### src/rtl/placement_pkg.sv
// Shared types and defaults for the placement read-back path.
package placement_pkg;

  localparam int N_DEF = 4;
  localparam int V_DEF = 11;
  localparam int W_DEF = 32;
  localparam int EMPTY_CELL = -1;

  typedef enum logic [2:0] {
    IDLE,
    SCAN,
    GWAIT,
    PRD,
    PWAIT,
    EMIT,
    ADV,
    DONE
  } state_t;

endpackage

### src/rtl/placement_export_if.sv
// Beat stream (node, x, y) with valid/ready handshake.
interface placement_export_if #(
  parameter int W = 32
) ();

  logic         out_valid;
  logic         out_ready;
  logic [W-1:0] out_node;
  logic [W-1:0] out_x;
  logic [W-1:0] out_y;

  modport master (
    output out_valid,
    output out_node,
    output out_x,
    output out_y,
    input  out_ready
  );

  modport slave (
    input  out_valid,
    input  out_node,
    input  out_x,
    input  out_y,
    output out_ready
  );

endinterface

### src/rtl/grid_scan_counter.sv
// Row-major x/y walker over an N x N grid with a last-cell flag.
module grid_scan_counter
  import placement_pkg::*;
#(
  parameter int N = N_DEF,
  parameter int W = W_DEF
) (
  input  logic         clk,
  input  logic         reset,
  input  logic         clear,
  input  logic         inc,
  output logic [W-1:0] x,
  output logic [W-1:0] y,
  output logic         last
);

  localparam logic [W-1:0] TOP = W'(N - 1);

  assign last = (x == TOP) && (y == TOP);

  always_ff @(posedge clk) begin
    if (reset || clear) begin
      x <= '0;
      y <= '0;
    end else if (inc && !last) begin
      if (y == TOP) begin
        y <= '0;
        x <= x + 1'b1;
      end else begin
        y <= y + 1'b1;
      end
    end
  end

endmodule

### src/rtl/placement_export.sv
// Streams occupied grid cells as (node, x, y) beats.
// Define PLACEMENT_EXPORT_CHECK_EN to cross-check against pos_X/pos_Y.
module placement_export
  import placement_pkg::*;
#(
  parameter int N = N_DEF,
  parameter int V = V_DEF,
  parameter int W = W_DEF
) (
  input  logic                clk,
  input  logic                reset,
  input  logic                start,
  output logic                busy,
  output logic                done,
  output logic                grid_re,
  output logic [W-1:0]        grid_addr,
  input  logic signed [W-1:0] grid_data,
  output logic                px_re,
  output logic [W-1:0]        px_addr,
  input  logic signed [W-1:0] px_data,
  output logic                py_re,
  output logic [W-1:0]        py_addr,
  input  logic signed [W-1:0] py_data,
  output logic [W-1:0]        placed_count,
  output logic [W-1:0]        mismatch_count,
  output logic                error,
  placement_export_if.master  ob
);

  localparam logic [W-1:0] NW = W'(N);
  localparam logic signed [W-1:0] EMPTY = W'(EMPTY_CELL);
  localparam logic signed [W-1:0] VS = W'(V);

  state_t state, nxt;

  logic [W-1:0] x, y;
  logic         last;
  logic [W-1:0] node_q;
  logic         kick;
  logic         is_empty;
  logic         is_bad;

  assign kick     = (state == IDLE) && start;
  assign is_empty = (grid_data == EMPTY);
  assign is_bad   = !is_empty &&
                    ((grid_data < 0) || (grid_data >= VS));

  grid_scan_counter #(
    .N(N),
    .W(W)
  ) u_cnt (
    .clk   (clk),
    .reset (reset),
    .clear (kick),
    .inc   (state == ADV),
    .x     (x),
    .y     (y),
    .last  (last)
  );

  always_ff @(posedge clk) begin
    if (reset) state <= IDLE;
    else       state <= nxt;
  end

  always_comb begin
    nxt = state;
    unique case (state)
      IDLE:  if (start) nxt = SCAN;
      SCAN:  nxt = GWAIT;
      GWAIT: begin
        if (is_empty || is_bad) nxt = ADV;
`ifdef PLACEMENT_EXPORT_CHECK_EN
        else                    nxt = PRD;
`else
        else                    nxt = EMIT;
`endif
      end
      PRD:   nxt = PWAIT;
      PWAIT: nxt = EMIT;
      EMIT:  if (ob.out_ready) nxt = ADV;
      ADV:   nxt = last ? DONE : SCAN;
      DONE:  nxt = IDLE;
      default: nxt = IDLE;
    endcase
  end

  assign busy      = (state != IDLE);
  assign done      = (state == DONE);
  assign grid_re   = (state == SCAN);
  assign grid_addr = grid_re ? (x * NW + y) : '0;

  assign ob.out_valid = (state == EMIT);
  assign ob.out_node  = node_q;
  assign ob.out_x     = x;
  assign ob.out_y     = y;

  always_ff @(posedge clk) begin
    if (reset) begin
      node_q       <= '0;
      placed_count <= '0;
      error        <= 1'b0;
    end else begin
      if (kick) begin
        placed_count <= '0;
        error        <= 1'b0;
      end
      if (state == GWAIT) begin
        node_q <= grid_data;
        if (is_bad) error <= 1'b1;
      end
      if (ob.out_valid && ob.out_ready)
        placed_count <= placed_count + 1'b1;
    end
  end

`ifdef PLACEMENT_EXPORT_CHECK_EN
  logic [W-1:0] mism_q;

  assign px_re          = (state == PRD);
  assign py_re          = (state == PRD);
  assign px_addr        = px_re ? node_q : '0;
  assign py_addr        = py_re ? node_q : '0;
  assign mismatch_count = mism_q;

  // coordinates compare as signed so negative stored positions never match
  always_ff @(posedge clk) begin
    if (reset || kick) begin
      mism_q <= '0;
    end else if (state == PWAIT) begin
      if ((px_data != $signed(x)) || (py_data != $signed(y)))
        mism_q <= mism_q + 1'b1;
    end
  end
`else
  logic unused_pos;

  assign px_re          = 1'b0;
  assign py_re          = 1'b0;
  assign px_addr        = '0;
  assign py_addr        = '0;
  assign mismatch_count = '0;
  assign unused_pos     = ^{px_data, py_data};
`endif

endmodule

### src/flat_wrapper.sv
// flat-port wrapper written by rule: the top's interface ports become plain ports
module placement_export_flat import placement_pkg::*;
#(
  parameter int N = N_DEF,
  parameter int V = V_DEF,
  parameter int W = W_DEF
)
  (clk, reset, start, busy, done, grid_re, grid_addr, grid_data, px_re, px_addr, px_data, py_re, py_addr, py_data, placed_count, mismatch_count, error, ob_out_valid, ob_out_node, ob_out_x, ob_out_y, ob_out_ready);
  placement_export_if #(.W(W)) ob_i ();
  input  logic clk;
  input  logic reset;
  input  logic start;
  output logic busy;
  output logic done;
  output logic grid_re;
  output logic [W-1:0] grid_addr;
  input  logic signed [W-1:0] grid_data;
  output logic px_re;
  output logic [W-1:0] px_addr;
  input  logic signed [W-1:0] px_data;
  output logic py_re;
  output logic [W-1:0] py_addr;
  input  logic signed [W-1:0] py_data;
  output logic [W-1:0] placed_count;
  output logic [W-1:0] mismatch_count;
  output logic error;
  output wire logic [$bits(ob_i.out_valid)-1:0] ob_out_valid;
  output wire logic [$bits(ob_i.out_node)-1:0] ob_out_node;
  output wire logic [$bits(ob_i.out_x)-1:0] ob_out_x;
  output wire logic [$bits(ob_i.out_y)-1:0] ob_out_y;
  input wire logic [$bits(ob_i.out_ready)-1:0] ob_out_ready;
  assign ob_out_valid = ob_i.out_valid;
  assign ob_out_node = ob_i.out_node;
  assign ob_out_x = ob_i.out_x;
  assign ob_out_y = ob_i.out_y;
  assign ob_i.out_ready = ob_out_ready;
  placement_export #(.N(N), .V(V), .W(W)) u_core (.clk(clk), .reset(reset), .start(start), .busy(busy), .done(done), .grid_re(grid_re), .grid_addr(grid_addr), .grid_data(grid_data), .px_re(px_re), .px_addr(px_addr), .px_data(px_data), .py_re(py_re), .py_addr(py_addr), .py_data(py_data), .placed_count(placed_count), .mismatch_count(mismatch_count), .error(error), .ob(ob_i));
endmodule
### config.mk
export PLATFORM = sky130hd
export DESIGN_NAME = placement_export_flat
export DESIGN_NICKNAME = d
export VERILOG_FILES = /design/src/rtl/placement_pkg.sv /design/src/rtl/placement_export_if.sv /design/src/rtl/grid_scan_counter.sv /design/src/rtl/placement_export.sv /design/src/flat_wrapper.sv
export SDC_FILE = /design/constraint.sdc
export NUM_CORES = 1
export LEC_CHECK = 0
export CAP_MARGIN = 15
export CORE_ASPECT_RATIO = 1.2
export CORE_MARGIN = 2
export CORE_UTILIZATION = 30
export DETAILED_ROUTE_END_ITERATION = 16
export PLACE_DENSITY = 0.61
export REMOVE_ABC_BUFFERS = 1
export SYNTH_ARGS = -nofsm -noshare
export SYNTH_HDL_FRONTEND = slang
export SYNTH_HIERARCHICAL = 1
export SYNTH_SLANG_ARGS = --single-unit
### constraint.sdc
create_clock -name clk -period 8.95 [get_ports clk]
set_input_delay 1.79 -clock clk [delete_from_list [all_inputs] [get_ports clk]]
set_output_delay 1.79 -clock clk [all_outputs]
set_load 0.005 [all_outputs]
* Word-level counts from Yosys, hierarchy flattened
Cells that the tools add are included.
** Storage, ports and cells
- Register bits :: 132
- Bits in latches :: 0
- Bits in writable memories :: 0
- Memory bits (read-only) :: 0
- Input port bits :: 100
- Output and inout bits :: 263
- Logic and storage cells :: 51
- Memories :: 0
** Operators by class
- $add $sub $neg :: 4
- Multipliers :: 0
- Divide/modulo/power cells :: 0
- Magnitude comparators :: 2
- Eq/ne operators :: 12
- Shift-type cells :: 0
- Multiplexer cells :: 12
- Bitwise operators :: 0
- Reductions and logical operators :: 15
** Operators by type and width (count)
- two-way mux 32 bit :: 4
- adder 32 x 1 -> 32 bit, second input constant :: 3
- equality test 32 x 2 -> 1 bit, second input constant :: 2
- adder 32 bit :: 1
- equality test 32 x 1 -> 1 bit, second input constant :: 1
- greater-or-equal comparator 32 x 5 -> 1 bit, second input constant :: 1
- less-than comparator 32 x 1 -> 1 bit, second input constant :: 1
- one-hot mux 3 bit (8 select lines) :: 1
- equality test 3 bit, second input constant :: 4
- two-way mux 3 bit :: 3
- equality test 3 x 2 -> 1 bit, second input constant :: 2
- logical AND 1 bit :: 5
- != test 2 bit, second input constant :: 2
- AND reduction 2 bit :: 2
- equality test 3 x 1 -> 1 bit, second input constant :: 1
- logical NOT 3 bit :: 1
- logical OR 1 bit :: 3
- two-way mux 1 bit :: 3
- nonzero test 3 bit :: 1
- logical NOT 1 bit :: 2
- two-way mux 2 bit :: 1
- nonzero test 2 bit :: 1

* Depth between registers and ports, before layout
Gate-level depths: netlist (run 1).
- Depth in word-level cells :: 6
- Depth in mapped cells :: 10
- Mapped depth without buffers :: 9

* Modules after synthesis
Netlist (run 1), hierarchy kept.
** Modules (own cells, without submodules)
- placement_export :: instances 1, cells an instance 765, area each 5609.1 um2, sequential area each 1361.3 um2
- grid_scan_counter :: instances 1, cells an instance 424, area each 3482.1 um2, sequential area each 1281.2 um2

* Least setup slack after synthesis (run 1)
Ideal clock, no wire load.
- Path type :: reg-to-output
- Start :: register u_core.u_cnt.x[0]
- End :: output grid_addr[24]
- Data arrival time :: 2331 ps
- Required time :: 7160 ps
- Setup slack :: 4829 ps
- Cell stages (with the launch flop) :: 9
- Buffers on the path :: 0
- Path through :: dfxtp_1 -> ha_1 -> fa_1 -> a21o_1 -> a221o_1 -> a32o_1 -> a21oi_2 -> mux2i_1 -> o311ai_0
** On the way
- Word-level cells in the longest chain between the ends :: 2
** Ends and longest elaborated chain
- from (decl) :: line grid_scan_counter.sv:12 : output logic [W-1:0] x,
- from (signal assigned) :: line grid_scan_counter.sv:28 : x <= x + 1'b1;
- adder 32 bit :: line placement_export.sv:91 : assign grid_addr = grid_re ? (x * NW + y) : '0;
- two-way mux 32 bit :: line placement_export.sv:91
- to (decl) :: line flat_wrapper.sv:16 : output logic [W-1:0] grid_addr;
No other way between the ends.

* Worst setup path in the final report (run 1)
- Start :: register u_core.u_cnt.y[2]
- End :: output grid_addr[30]
** On the way
- Word-level cells in the longest chain between the ends :: 2
** Ends and longest elaborated chain
- from (decl) :: line grid_scan_counter.sv:13 : output logic [W-1:0] y,
- from (signal assigned) :: line grid_scan_counter.sv:30 : y <= y + 1'b1;
- adder 32 bit :: line placement_export.sv:91
- two-way mux 32 bit :: line placement_export.sv:91
No other way between the ends.

==> out/results.ini, run 1 <==
[outcome]
outcome=finished clean

[place]
gp_congestion=0.8628
port-buffer-count=200
dp_hpwl_mm=21.95

[sta]
whs_ns=0.4532
period_needed_ns=5.494
tns_ns=0
fmax_mhz=182.0
timing.slew.headroom=0.2751
layout_worst_path_cycle_share=0.6139
rsz0062_at_grt=false
finalSetupViolCount=0
worst_pin_slew_ns=1.087
slew_viol_final=0
fin_skew_ns=0.01160
finalHoldViolations=0

[min_path]
hold_path.class=reg -> reg
whs_path_depth=2
min_from=u_core/ob.out_node[11]$_SDFFE_PP0N_
hold_end=u_core/ob.out_node[11]$_SDFFE_PP0N_

[cells_and_area]
fillers=3120
final_nets=1492
diodes=0
syn_to_final_growth_pct=27.22
multi_input_area_um2=5734
seqCellArea_um2=2643
drive_gt1_frac=0.05175

[power]
power_frac_clock=0.495
p_int_mw=1.005
pwr-share-seq=0.440
p_sw_mw=0.3459
p_total_mw=1.351
sw_frac_of_total=0.2560
leakagePower_nw=3.927
p_per_area_nw_per_um2=116.8
pwr-share-comb=0.066
max-vdd-ir-drop_mv=0.09071

[clock_network]
path_clk_slew_ns=0.07
cts_setup_buffers=0
root_buffer=clkbuf_16
htree_levels=4
cts_tree=built
cts_hold_buf=0
clkSinkCount=132
cts_resized=0
cts_buffers=17
clock_path_buffers=2
worst_skew_pair.late_latency_ns=0.42

[yosys]
synth_area_um2=9091
async_flop_share=0
synth_enable_flop_cells=0
ys_seq_elements=132
seq_area_frac_synth=0.2907
yosys-top-cells-count=155 x nand2_1, 132 x dfxtp_1, 130 x a21oi_1
synth_most_common_cell=nand2_1
ys_types=75
yosys.area.top_type=dfxtp_1
yosys.area.top_type_share=0.2907
ys.flop_type=dfxtp_1
syn_avg_cell_area_um2=7.646
yosys-top-cells-area=dfxtp_1 29%, buf_4 8.3%, a21oi_1 7.2%, nand2_1 6.4%, ha_1 4.4%
synthCells=1189
yosysWarnings=6

[critical_path]
crit_type=reg -> out
r2r-end=u_core/u_cnt/y[7]$_SDFFE_PP0P_
critPathArrivalTime_ns=3.70
critPathBufInv=1
worstPathRequired_ns=7.16
path_cells=ha_1 -> fa_1 -> a21o_1 -> a221o_1 -> a32o_1 -> a21oi_2 -> o21ai_0 -> mux2i_1 -> clkdlybuf4s50_1
cp_max_fo=9
critPathSlowestCell=clkdlybuf4s50_1
path_delay_family=compound AO/OA/AOI/OAI gates
r2r-start=u_core/state[2]$_SDFFE_PP0P_
worstSetupEndpointType=output port
regToRegSetupSlack_ns=5.16
cp_slowest_stage_delay_ns=0.53
start_kind=flop
r2r_cells=8

[route]
routedWlPerCell_um=16.74
via_count=9227
first_pass_iters=6
drc_errors=0
drt_wl_total_mm=29.49
via_per_inst=5.237
ant_nets=0
drt_iter0_markers=709

[floorplanning]
die_x_um=162.9
initial_utilization=0.3061
core_um2=29700
rows=69
ios=363
fp.dieArea_um2=31720
die_h_um=194.7

[flow_run]
max-cap-violations=0

[grt]
antenna_found_initial=0
globalRouteOverflowTotal=0
grt_max_degree=71
grt_first_pass_wirelength_mm=46.40
grt_pass1_vias=8524
gr-usage-all-layers=0.1822

## logic make-up after synthesis
logic type | after synthesis | share of synthesized area
AND/OR/NAND/NOR | 519 | 0.3084
AO/OA/AOI/OAI | 291 | 0.1972
other | 1 | 0.0004125
XOR/XNOR | 23 | 0.02216
adder cells (fa/ha/maj) | 33 | 0.04624
buffers and inverters | 176 | 0.1186
multiplexers | 14 | 0.01624
flip-flops | 132 | 0.2907
## placed cells by master, fill, tap and decap left out, types with 28 or more instances in the layout
master           Yosys  layout
nand3_1             66      66
ha_1                32      32
dfxtp_1            132     132
o21ai_0             49      49
nand4_1             36      36
clkdlybuf4s50_1      0     199
nor2_1              71      71
a21oi_1            130     130
conb_1               1      98
or3_1               31      31
nor3_1              28      28
nand2_1            155     155
## layer usage
metal,part of all wire,GRT usage,vias to the layer above
met5,0,0,-
met4,0.029,0.06555,0
met3,0.053,0.03308,52
met2,0.49,0.3070,306
met1,0.43,0.2315,4354
li1,-,-,4515
## metrics by stage
| stage | area, um^2 | cells | util | setup WS [ns] |
|---|---|---|---|---|
| after floorplan | 8463 | 1133 | - | 4.829 |
| after global placement | 10990 | 1729 | 0.3702 | 3.637 |
| after detailed placement | 10990 | 1729 | 0.3702 | 3.608 |
| after CTS | 11550 | 1761 | 0.3889 | 3.441 |
| after global routing | 11570 | 1762 | 0.3895 | 3.331 |
| final | 11570 | 1762 | 0.3895 | 3.456 |
## power groups by stage
stage	registers, mW	logic (mW)	clock network, mW
global route	0.595	0.0992	0.706
floorplan	0.607	0.0372	0
global placement	0.607	0.0878	0
detailed placement	0.607	0.0879	0
finish	0.594	0.0888	0.668
CTS	0.594	0.0883	0.684
## worst max-delay path by stage
stage,slack [ns],from,to,cells after the start
2_1_floorplan,4.83,u_core/u_cnt/x[0]$_SDFFE_PP0P_,grid_addr[24],8
3_3_place_gp,3.64,start,u_core/u_cnt/y[7]$_SDFFE_PP0P_,8
3_5_place_dp,3.61,start,u_core/u_cnt/y[7]$_SDFFE_PP0P_,8
4_1_cts,3.44,u_core/u_cnt/y[2]$_SDFFE_PP0P_,grid_addr[30],9
5_1_grt,3.33,u_core/u_cnt/y[2]$_SDFFE_PP0P_,grid_addr[30],9
6_report,3.46,u_core/u_cnt/y[2]$_SDFFE_PP0P_,grid_addr[30],9
## state kept, by name (all words and copies together), names as in the netlist
signal and cells:
u_core/error 1, u_core/ob.out_node 32, u_core/placed_count 32, u_core/state 3
u_core/u_cnt/x 32, u_core/u_cnt/y 32
## cell type report
type | count | area share
Clock buffer | 18 | 0.03711
Clock inverter | 14 | 0.01114
Inverter | 23 | 0.007464
Timing Repair Buffer | 207 | 0.1778
Multi-Input combinational cell | 978 | 0.4958
Sequential cell | 132 | 0.2285
Tap cell | 390 | 0.04219
## worst min-delay path: stages (launching register included)
cell and delay, ns:
dfxtp_1 0.31, nand2_1 0.05, a21oi_1 0.05
Power figures use the tool's default switching activity.
==> inputs of run 2 (changes only) <==
--- a/config.mk
+++ b/config.mk
@@ -10,7 +10,7 @@
 export CORE_MARGIN = 2
 export CORE_UTILIZATION = 30
 export DETAILED_ROUTE_END_ITERATION = 16
-export PLACE_DENSITY = 0.61
+export PLACE_DENSITY = 0.63
 export REMOVE_ABC_BUFFERS = 1
 export SYNTH_ARGS = -nofsm -noshare
 export SYNTH_HDL_FRONTEND = slang
==> constraint.sdc (replaced) <==
create_clock -name clk -period 4.6 [get_ports clk]
set_input_delay 0.92 -clock clk [delete_from_list [all_inputs] [get_ports clk]]
set_output_delay 0.92 -clock clk [all_outputs]
set_load 0.005 [all_outputs]
==> run 2 against run 1 <==
Effect of this change: hold slack hardly changed; non-clock buffer count up 14; worst setup slack lost 3.3 ns; first-iteration DRC count decreased by 5.5%; clock power rose by 110%; core utilization is 0.65 points higher; count of clock-buffer cells in the layout unchanged; clock skew increased by 0.00052 ns; largest cell class unchanged.
==> out/results.ini, run 2 (synthesis gave the netlist of run 1 again) <==
[grt]
grt_first_pass_wirelength_mm=46.00  ; -0.85%
globalRouteOverflowTotal=0  ; unchanged
gr-usage-all-layers=0.1806  ; -0.001654
grt_pass1_vias=8483  ; -0.48%
antenna_found_initial=1  ; +1
grt_max_degree=53  ; -25%

[route]
drc_errors=0  ; unchanged
drt_wl_total_mm=29.79  ; +1.0%
via_count=9366  ; +1.5%
first_pass_iters=5  ; -1
routedWlPerCell_um=16.76  ; +0.16%
via_per_inst=5.271  ; +0.65%
drt_iter0_markers=670  ; -5.5%
ant_nets=0  ; unchanged

[floorplanning]
rows=69  ; unchanged
ios=363  ; unchanged
core_um2=29700  ; unchanged
die_h_um=194.7  ; unchanged
die_x_um=162.9  ; unchanged
fp.dieArea_um2=31720  ; unchanged
initial_utilization=0.3061  ; unchanged

[clock_network]
clkSinkCount=132  ; unchanged
path_clk_slew_ns=0.07  ; about the same
worst_skew_pair.late_latency_ns=0.42  ; about the same
htree_levels=4  ; unchanged
cts_tree=built
cts_buffers=17  ; unchanged
clock_path_buffers=2  ; unchanged
root_buffer=clkbuf_16

[critical_path]
cp_slowest_stage_delay_ns=0.52  ; about the same
worstPathRequired_ns=3.68  ; -3.48 ns
path_delay_family=compound AO/OA/AOI/OAI gates
worstSetupEndpointType=output port
start_kind=flop
critPathBufInv=1  ; unchanged
crit_type=reg -> out
path_cells=ha_1 -> fa_1 -> a21o_1 -> a221o_1 -> a31oi_1 -> o22a_1 -> o31ai_1 -> mux2i_1 -> clkdlybuf4s50_1
cp_max_fo=7  ; -2
critPathSlowestCell=clkdlybuf4s50_1
critPathArrivalTime_ns=3.53  ; -0.17 ns

[flow_run]
max-cap-violations=0  ; unchanged

[place]
dp_hpwl_mm=22.38  ; +2.0%
place_inst=1741  ; +0.69%
port-buffer-count=200  ; unchanged
gp_congestion=0.9248  ; +7.2%

[cells_and_area]
final_nets=1506  ; +0.94%
mostFrequentLayoutCell=clkdlybuf4s50_1
instances_no_fill=1777  ; +0.85%
final_cell_mix=199 x clkdlybuf4s50_1, 155 x nand2_1, 131 x dfxtp_1, 130 x a21oi_1, 98 x conb_1
seqCellArea_um2=2644  ; about the same
fillers=3114  ; -0.19%
syn_to_final_growth_pct=29.34
drive_gt1_frac=0.06349  ; +0.01174
finalCoreUtilization=0.3959  ; +0.006488
multi_input_area_um2=5749  ; +0.26%

[power]
max-vdd-ir-drop_mv=0.2128  ; +130%
power_frac_clock=0.518  ; +0.023
pwr-share-comb=0.064  ; -0.002
pwr-share-seq=0.418  ; -0.022
p_int_mw=2.085  ; +110%
p_per_area_nw_per_um2=234.9  ; +100%
sw_frac_of_total=0.2451  ; -0.01083
p_sw_mw=0.6773  ; +96%
leakagePower_nw=4.047  ; +3.1%

[outcome]
outcome=finished clean

[sta]
period_needed_ns=4.447
slew_viol_final=0  ; unchanged
worst_pin_slew_ns=1.165  ; +0.07797 ns
fin_skew_ns=0.01212  ; +0.0005210 ns
tns_ns=0  ; unchanged
finalSetupViolCount=0  ; unchanged
fmax_mhz=224.9
layout_worst_path_cycle_share=0.9668
finalHoldViolations=0  ; unchanged
rsz0062_at_grt=false
timing.slew.headroom=0.2231  ; -0.05198

[min_path]
hold_path.class=reg -> reg

==> run 2: cell count changes in the layout (fill, tap and decap cells not counted), sizes merged <==
cell      delta
buf         +14
clkinvlp     -3
bufinv       +2
clkinv       +1
diode        +1
==> run 2: timing repair <==
action,in CTS,in global routing
pin swaps,0,1
hold buffers,0,0
buffers inserted,0,2
endpoints found under the setup margin,1,2
resized for setup,1,3
==> run 2: worst register-to-register path, cell delays in order, from the launching register on <==
cell,delay [ns]
dfxtp_1,0.51
ha_1,0.37
nor4b_1,0.27
nand4_1,0.30
o41ai_4,1.02
nand2_1,0.38
a31oi_1,0.27
==> run 2: cell type report <==
| class | count | area share |
|---|---|---|
| diodes | 1 | 0.0002128 |
| repair buffers | 221 | 0.1849 |
| inverters | 23 | 0.007342 |
| multi-input cells | 978 | 0.4889 |
| well taps | 390 | 0.04150 |
| flip-flops and latches | 132 | 0.2248 |
| clock buffers | 18 | 0.03735 |
| clock inverters | 14 | 0.01490 |
==> run 2: through the flow <==
stage	cell area (um^2)	total power, mW	hold slack [ns]	setup WS (ns)
after floorplan	8463	1.253	0.4467	1.349
after global placement	11080	1.353	0.4414	0.4797
after detailed placement	11080	1.354	0.4457	0.4666
after CTS	11710	2.788	0.4544	0.06865
after global routing	11760	2.864	0.4776	0.06614
final	11760	2.763	0.4531	0.1527
==> run 2: routing by layer <==
metal,global-route usage,vias to the layer above,share of wire
li1,-,4561,-
met1,0.2288,4446,0.43
met2,0.3059,321,0.49
met3,0.03158,38,0.053
met4,0.06490,0,0.027
met5,0,-,0
==> run 2: final timing paths <==
path	startpoint	to	slack (ns)	depth (start not counted)
worst max-delay path	u_core/u_cnt/x[0]$_SDFFE_PP0P_	grid_addr[26]	0.15	9
worst min register to register	u_core/ob.out_node[8]$_SDFFE_PP0N_	u_core/ob.out_node[8]$_SDFFE_PP0N_	0.45	2
worst min-delay path	u_core/ob.out_node[8]$_SDFFE_PP0N_	u_core/ob.out_node[8]$_SDFFE_PP0N_	0.45	2
worst max register to register	u_core/u_cnt/x[1]$_SDFFE_PP0P_	u_core/u_cnt/y[10]$_SDFFE_PP0P_	1.39	6
==> run 2: power by group through the flow <==
stage	registers [mW]	clock network, mW	logic [mW]
final	1.16	1.43	0.176
after global routing	1.16	1.51	0.195
after CTS	1.16	1.46	0.173
after detailed placement	1.18	0	0.173
after global placement	1.18	0	0.173
after floorplan	1.18	0	0.0723
==> inputs of run 3 (changes only) <==
--- a/config.mk
+++ b/config.mk
@@ -8,9 +8,9 @@
 export CAP_MARGIN = 15
 export CORE_ASPECT_RATIO = 1.2
 export CORE_MARGIN = 2
-export CORE_UTILIZATION = 30
+export CORE_UTILIZATION = 40
 export DETAILED_ROUTE_END_ITERATION = 16
-export PLACE_DENSITY = 0.63
+export PLACE_DENSITY = 0.8
 export REMOVE_ABC_BUFFERS = 1
 export SYNTH_ARGS = -nofsm -noshare
 export SYNTH_HDL_FRONTEND = slang
==> run 3 against run 2 <==
Effect of this change: sequential cell count unchanged; die area is 24% lower; count of clock-buffer cells in the layout rose by 1; global-route usage grew 4.5 points; non-clock buffer count is the same; core utilization grew 12 points; hold slack better by 0.0016 ns; fmax is 0.35% lower; sequential power barely moved; sequential share of layout area increased by 0.38 points; critical path type unchanged; largest cell class unchanged.
==> out/results.ini, run 3 (synthesis gave the netlist of run 1 again) <==
[critical_path]
regToRegSetupSlack_ns=1.51  ; +0.12 ns
worstSetupEndpointType=output port
critPathBufInv=1  ; unchanged
critPathArrivalTime_ns=3.54  ; about the same
r2r_cells=6  ; unchanged
r2r-start=u_core/u_cnt/x[1]$_SDFFE_PP0P_
crit_path_start=u_core/u_cnt/x[0]$_SDFFE_PP0P_
crit_type=reg -> out
critPathSlowestCell=clkdlybuf4s50_1
path_depth=9  ; unchanged
cp_slowest_stage_delay_ns=0.52  ; about the same
worstPathRequired_ns=3.68  ; about the same
r2r-end=u_core/u_cnt/y[10]$_SDFFE_PP0P_
worstSetupEndpoint=grid_addr[26]
path_delay_family=compound AO/OA/AOI/OAI gates
path_cells=ha_1 -> fa_1 -> a21o_1 -> a221o_1 -> a31oi_1 -> o22a_1 -> o31ai_1 -> mux2i_1 -> clkdlybuf4s50_1
cp_max_fo=7  ; unchanged
start_kind=flop

[cells_and_area]
final_nets=1506  ; unchanged
drive_gt1_frac=0.06065  ; -0.002842
diodes=0  ; -1
mostFrequentLayoutCell=clkdlybuf4s50_1
final_area_um2=11560  ; -1.7%
final_cell_mix=199 x clkdlybuf4s50_1, 155 x nand2_1, 132 x dfxtp_1, 130 x a21oi_1, 98 x conb_1
instances_no_fill=1664  ; -6.4%
syn_to_final_growth_pct=27.13
fillers=2074  ; -33%

[outcome]
outcome=finished clean

[clock_network]
cts_setup_buffers=0  ; unchanged
clkSinkCount=132  ; unchanged
root_buffer=clkbuf_16
cts_buffers=17  ; unchanged
worst_skew_pair.late_latency_ns=0.42  ; about the same
cts_hold_buf=0  ; unchanged
clock_path_buffers=2  ; unchanged
htree_levels=4  ; unchanged
path_clk_slew_ns=0.06  ; about the same
cts_tree=built

[grt]
gr-usage-all-layers=0.2256  ; +0.04503
grt_max_degree=60  ; +13%
globalRouteOverflowTotal=0  ; unchanged
antenna_found_initial=0  ; -1
grt_first_pass_wirelength_mm=43.48  ; -5.5%
grt_pass1_vias=8323  ; -1.9%

[place]
dp_hpwl_mm=21.39  ; -4.4%
port-buffer-count=200  ; unchanged
place_inst=1632  ; -6.3%
placed_area_um2=10960  ; -1.1%
gp_congestion=0.9282  ; +0.37%

[power]
leakagePower_nw=4.023  ; -0.60%
p_per_area_nw_per_um2=230.2  ; -2.0%
max-vdd-ir-drop_mv=0.2606  ; +22%

[floorplanning]
die_h_um=169.1  ; -13%
rows=60  ; -13%
die_x_um=141.6  ; -13%
core_um2=22370  ; -25%
fp.dieArea_um2=23950  ; -24%
initial_utilization=0.4064  ; +0.1003
ios=363  ; unchanged

[route]
via_count=9540  ; +1.9%
routedWlPerCell_um=17.07  ; +1.8%
drt_wl_total_mm=28.40  ; -4.7%
drt_iter0_markers=868  ; +30%
first_pass_iters=5  ; unchanged
ant_nets=0  ; unchanged
via_per_inst=5.733  ; +8.8%
drc_errors=0  ; unchanged

[sta]
layout_worst_path_cycle_share=0.9702  ; +0.003351
period_needed_ns=4.463  ; +0.01542 ns
fmax_mhz=224.1  ; -0.35%
tns_ns=0  ; unchanged
rsz0062_at_grt=false
timing.slew.headroom=0.2422  ; +0.01911
finalSetupViolCount=0  ; unchanged
worst_pin_slew_ns=1.134  ; -0.03141 ns
fin_skew_ns=0.01114  ; -0.0009780 ns
finalHoldViolations=0  ; unchanged
slew_viol_final=0  ; unchanged

[flow_run]
max-cap-violations=0  ; unchanged

[min_path]
min_from=u_core/ob.out_node[14]$_SDFFE_PP0N_
hold_path.class=reg -> reg

run 3: metal layers:
metal  up-vias  routed length [um]  global-route usage
met5         -                   0                   0
met4         0                1135              0.1004
met3        74                1821             0.03555
met2       484               14070              0.3888
met1      4443               11370              0.2773
li1       4539                   -                   -
run 3: how the worst min path moves through the flow:
stage	end	slack, ns	depth (start not counted)
floorplan	u_core/ob.out_node[0]$_SDFFE_PP0N_	0.45	2
global placement	u_core/ob.out_node[2]$_SDFFE_PP0N_	0.44	2
detailed placement	u_core/ob.out_node[1]$_SDFFE_PP0N_	0.45	2
CTS	u_core/ob.out_node[1]$_SDFFE_PP0N_	0.45	2
global route	u_core/ob.out_node[22]$_SDFFE_PP0N_	0.47	2
finish	u_core/ob.out_node[14]$_SDFFE_PP0N_	0.45	2
run 3: report_power, final:
| part | switching (mW) | total [mW] | internal [mW] |
|---|---|---|---|
| sequential | 0.00608 | 1.16 | 1.15 |
| clock | 0.522 | 1.33 | 0.809 |
| combinational | 0.113 | 0.174 | 0.0614 |
| total | 0.641 | 2.66 | 2.02 |
run 3: through the flow:
stage               hold WS, ns  setup WS (ns)    util  power [mW]
floorplan                0.4467          1.349       -       1.253
global placement         0.4418         0.5407  0.4899       1.349
detailed placement       0.4465         0.5706  0.4899       1.351
CTS                      0.4546        0.09523  0.5156       2.675
global route             0.4677        0.01357  0.5166       2.751
finish                   0.4547         0.1373  0.5166       2.661
run 3: area by class of cell:
type / count / area [um^2] / share of cell area
Tap cell: 279 / 349.1 / 0.03020
Timing Repair Buffer: 221 / 2162 / 0.1871
Multi-Input combinational cell: 978 / 5742 / 0.4968
Clock buffer: 19 / 442.9 / 0.03832
Inverter: 23 / 86.33 / 0.007470
Sequential cell: 132 / 2643 / 0.2286
Clock inverter: 12 / 132.6 / 0.01148
run 3: repair_timing:
item	CTS	global route
setup endpoints to repair	0	2
resized for setup	0	1
hold endpoints to repair	0	0
run 3: worst reg2reg max path, delay by kind of cell (launching register included):
family	cells	cell delay (ns)
AOI/OAI and AO/OA	2	1.22
and+or+nand+nor	3	0.92
DFF	1	0.49
adders and majority gates	1	0.38
